--- src/rtl/mod_updown_counter.sv ---
// Modulo up/down counter with load/clear, terminal count, wrap pulse and sticky overflow.
// Define COUNTER_SAT_EN to compile in saturate mode; otherwise sat_mode is ignored and the counter always wraps.
module mod_updown_counter #(
    parameter int unsigned WIDTH   = 4,
    parameter int unsigned MAX_VAL = 9
) (
    input  logic             clk,
    input  logic             rst,
    input  logic             enable,
    input  logic             clear,
    input  logic             load,
    input  logic [WIDTH-1:0] load_value,
    input  logic             dir,
    input  logic             sat_mode,
    output logic [WIDTH-1:0] count,
    output logic             tc,
    output logic             wrap_pulse,
    output logic             overflow
);

    localparam logic [WIDTH-1:0] MAX_C = WIDTH'(MAX_VAL);
    localparam logic [WIDTH-1:0] ONE_C = WIDTH'(1);

    logic [WIDTH-1:0] count_q, count_d;
    logic             wrap_pulse_q, wrap_pulse_d;
    logic             overflow_q, overflow_d;

    logic             at_max;
    logic             at_zero;
    logic             boundary;
    logic             sat_active;
    logic [WIDTH-1:0] load_clamped;

`ifdef COUNTER_SAT_EN
    assign sat_active = sat_mode;
`else
    logic sat_mode_unused;
    assign sat_mode_unused = sat_mode;
    assign sat_active      = 1'b0;
`endif

    assign at_max       = (count_q == MAX_C);
    assign at_zero      = (count_q == '0);
    assign load_clamped = (load_value > MAX_C) ? MAX_C : load_value;

    // Terminal count looks at the boundary in the current direction, regardless of enable.
    assign tc       = dir ? at_max : at_zero;
    assign boundary = enable & tc;

    always_comb begin
        count_d      = count_q;
        wrap_pulse_d = 1'b0;
        overflow_d   = overflow_q;

        if (clear) begin
            count_d    = '0;
            overflow_d = 1'b0;
        end else if (load) begin
            count_d = load_clamped;
        end else if (enable) begin
            if (boundary) begin
                wrap_pulse_d = 1'b1;
                overflow_d   = 1'b1;
                if (!sat_active) begin
                    count_d = dir ? '0 : MAX_C;
                end
            end else if (dir) begin
                count_d = count_q + ONE_C;
            end else begin
                count_d = count_q - ONE_C;
            end
        end
    end

    always_ff @(posedge clk or posedge rst) begin
        if (rst) begin
            count_q      <= '0;
            wrap_pulse_q <= 1'b0;
            overflow_q   <= 1'b0;
        end else begin
            count_q      <= count_d;
            wrap_pulse_q <= wrap_pulse_d;
            overflow_q   <= overflow_d;
        end
    end

    assign count      = count_q;
    assign wrap_pulse = wrap_pulse_q;
    assign overflow   = overflow_q;

endmodule
--- config.mk ---
export PLATFORM = sky130hd
export DESIGN_NAME = mod_updown_counter
export DESIGN_NICKNAME = d
export VERILOG_FILES = /design/src/rtl/mod_updown_counter.sv
export SDC_FILE = /design/constraint.sdc
export NUM_CORES = 1
export LEC_CHECK = 0
export BUFFER_PORTS_ARGS = -buffer_cell sky130_fd_sc_hd__clkbuf_2
export CORE_MARGIN = 3
export CORE_UTILIZATION = 30
export DETAILED_ROUTE_END_ITERATION = 10
export GPL_ROUTABILITY_DRIVEN = 0
export PLACE_DENSITY_LB_ADDON = 0.05
export SLEW_MARGIN = 10
export SYNTH_ARGS = -nofsm -noshare
export SYNTH_HDL_FRONTEND = slang
export SYNTH_SLANG_ARGS = --single-unit
--- constraint.sdc ---
create_clock -name clk -period 1.4 [get_ports clk]
set_clock_uncertainty 0.05 [all_clocks]
set_input_delay 0.07 -clock clk [delete_from_list [all_inputs] [get_ports clk]]
set_output_delay 0.07 -clock clk [all_outputs]
set_load 0.02 [all_outputs]
==> flow_summary.ini <==
[critical_path]
crit_required_ps = 1470
r2r_slack_ps = -310
reg2reg_to = count[2]$_DFFE_PP0P_
reg2reg_depth = 6
critPathLaunchType = flip-flop
cp-end-kind = flip-flop
cp_max_fo = 4
cp.arrival_ps = 1790
worstReg2RegStart = count[3]$_DFFE_PP0P_
critPathKind = flip-flop to flip-flop

[final_layout]
post-route-util_pct = 56.9
drive_gt1_share_pct = 53.1
area_growth_pct = 62.2
fillCellCount = 123
instances_no_fill = 95
nets = 97
final_common_cell = clkbuf_2
n_antenna_cell = 0
final_cell_mix = clkbuf_2, buf_4, inv_1

[hold_path]
hold_end = count[0]$_DFFE_PP0P_
hold_path.startpoint = load_value[0]
min_path_cells = 3
min_path_type = input pin to flip-flop

[floorplan]
die_h_um = 43.7
core_area_mm2 = 0.00122
initial_core_util_pct = 35.1
dieArea_mm2 = 0.00191
rows = 12
fp.dieW_um = 43.7
io_pins = 18

[place]
io_buffers = 16
hpwl_um = 935
dp_cells = 88

[pwr]
max-vdd-ir-drop_mv = 0.639
power_density_mw_per_mm2 = 848
cellLeakagePower_nw = 0.347

[drt]
vias = 465
postRouteWirelength_um = 1130
postRouteAntennaNets = 0
drt_iter0_drc = 12
wl_per_cell_um = 11.9
dr.pass1.iters = 4
drc = 0
vias_per_cell = 4.89

[global_route]
grtUsageTotal_pct = 13.8
first_global_vias = 442
grt_pass1_wl_um = 1990
grt_max_degree = 11
overflow = 0
antenna_found_initial = 0

[yosys]
syn_avg_cell_area_um2 = 8.89
ys_seq_area_share_pct = 35.2
synth_area_leader_cell = dfrtp_1
synthTopCellsByArea = dfrtp_1, inv_1, a311oi_1
ys_types = 21
synth_top_area_share_pct = 35.2
synth_area_um2 = 427
syn-num-nets = 62
yosysWarningCount = 0
netlist_instances = 48
synth_seq_cells = 6

[clocking]
cts-root-buf = clkbuf_4
cts.clk_slew.worst_paths_ps = 40
cts_tree = built
clockBufferDepth = 2
cts_max_level = 1
clk_latency_ps = 240
cts_made_buffers = 3
cts.sinks = 6

[sta]
setup_ws_ps = -314
max_freq_mhz = 583
worst_pin_slew_ps = 302
slew_headroom_pct = 79.8
hold_ws_ps = 13.9
hold_viol_final = 0
min_period_ps = 1710
rsz0062_at_grt = yes
drv_slew = 0
setup_tns_ps = -1560
fin_crit_sh_pct = 122
finalSetupViolations = 6

[flow_run]
maxCapViolCount = 0

[run_status]
violations = negative setup slack
outcome = finished with violations
[power breakdown]
group	internal [W]	total (W)	switching [W]	leakage, nW
Clock	0.0000969	0.000158	0.0000614	0.0138
Sequential	0.000186	0.000194	0.00000797	0.0774
Combinational	0.000119	0.000234	0.000115	0.256
Total	0.000402	0.000587	0.000185	0.347
[worst max-delay path, cell delays in order (launching register included)]
cell	delay (ps)
dfrtp_2	390
or3_4	390
a211oi_4	280
buf_4	160
nor3_2	40
a311oi_2	220
nor2_1	60
[layer usage]
| metal | track usage, % | share of wire [%] | vias to the layer above |
|---|---|---|---|
| met5 | 0 | 0 | - |
| met4 | 7.23 | 1.8 | 0 |
| met3 | 2.90 | 7.7 | 2 |
| met2 | 19.8 | 46 | 17 |
| met1 | 19.2 | 45 | 211 |
| li1 | - | - | 235 |
[cell type report]
cell class	count	area, µm²	area share [%]
multi-input cells	34	268	38.7
repair buffers	31	205	29.7
flip-flops and latches	6	153	22.1
inverters	7	26.3	3.80
clock buffers	3	22.5	3.25
well taps	14	17.5	2.53
[flip-flops by register name, indices dropped and copies added, names as in the netlist]
name and count:
count 4, overflow 1, wrap_pulse 1
[cell families after synthesis]
family,Yosys count,share of synthesized area (%)
simple gates,17,21.1
compound gates,11,19.6
buf+inv,8,7.33
flops,6,35.2
xor+xnor,3,6.16
fa+ha+maj,3,10.6
[worst max path at each step]
stage	start	end	depth (start not counted)
final	count[3]$_DFFE_PP0P_	count[2]$_DFFE_PP0P_	6
after global placement	count[0]$_DFFE_PP0P_	count[2]$_DFFE_PP0P_	7
after CTS	count[3]$_DFFE_PP0P_	tc	4
after global routing	count[0]$_DFFE_PP0P_	count[3]$_DFFE_PP0P_	6
after detailed placement	count[0]$_DFFE_PP0P_	count[2]$_DFFE_PP0P_	5
after floorplan	count[3]$_DFFE_PP0P_	count[2]$_DFFE_PP0P_	5
[metrics by stage]
step	power (W)	worst slack (ps)	instance area, µm²
floorplan	0.000304	-377	429
global placement	0.000396	-281	604
detailed placement	0.000397	-286	604
CTS	0.000585	-348	673
global route	0.000631	-427	692
finish	0.000587	-314	692
[what timing repair did]
action / in CTS / in global routing
buffers inserted: 2 / 2
endpoints found under the setup margin: 6 / 6
hold buffers: 1 / 0
endpoints found under the hold margin: 6 / 0
pin swaps: 6 / 5
gates resized for setup: 5 / 4
[cells in the mapped netlist, drive strengths merged]
library cell  instances
inv                   7
dfrtp                 6
a21oi                 5
nor2                  5
nor3                  4
a311oi                3
ha                    2
nand3                 2
xor2                  2
a211oi                1
and3                  1
buf                   1
fa                    1
nand2                 1
nand2b                1
nor2b                 1
nor3b                 1
o21ai                 1
o31ai                 1
or3                   1
xnor2                 1
No activity file was read; power rests on OpenSTA's default activity.
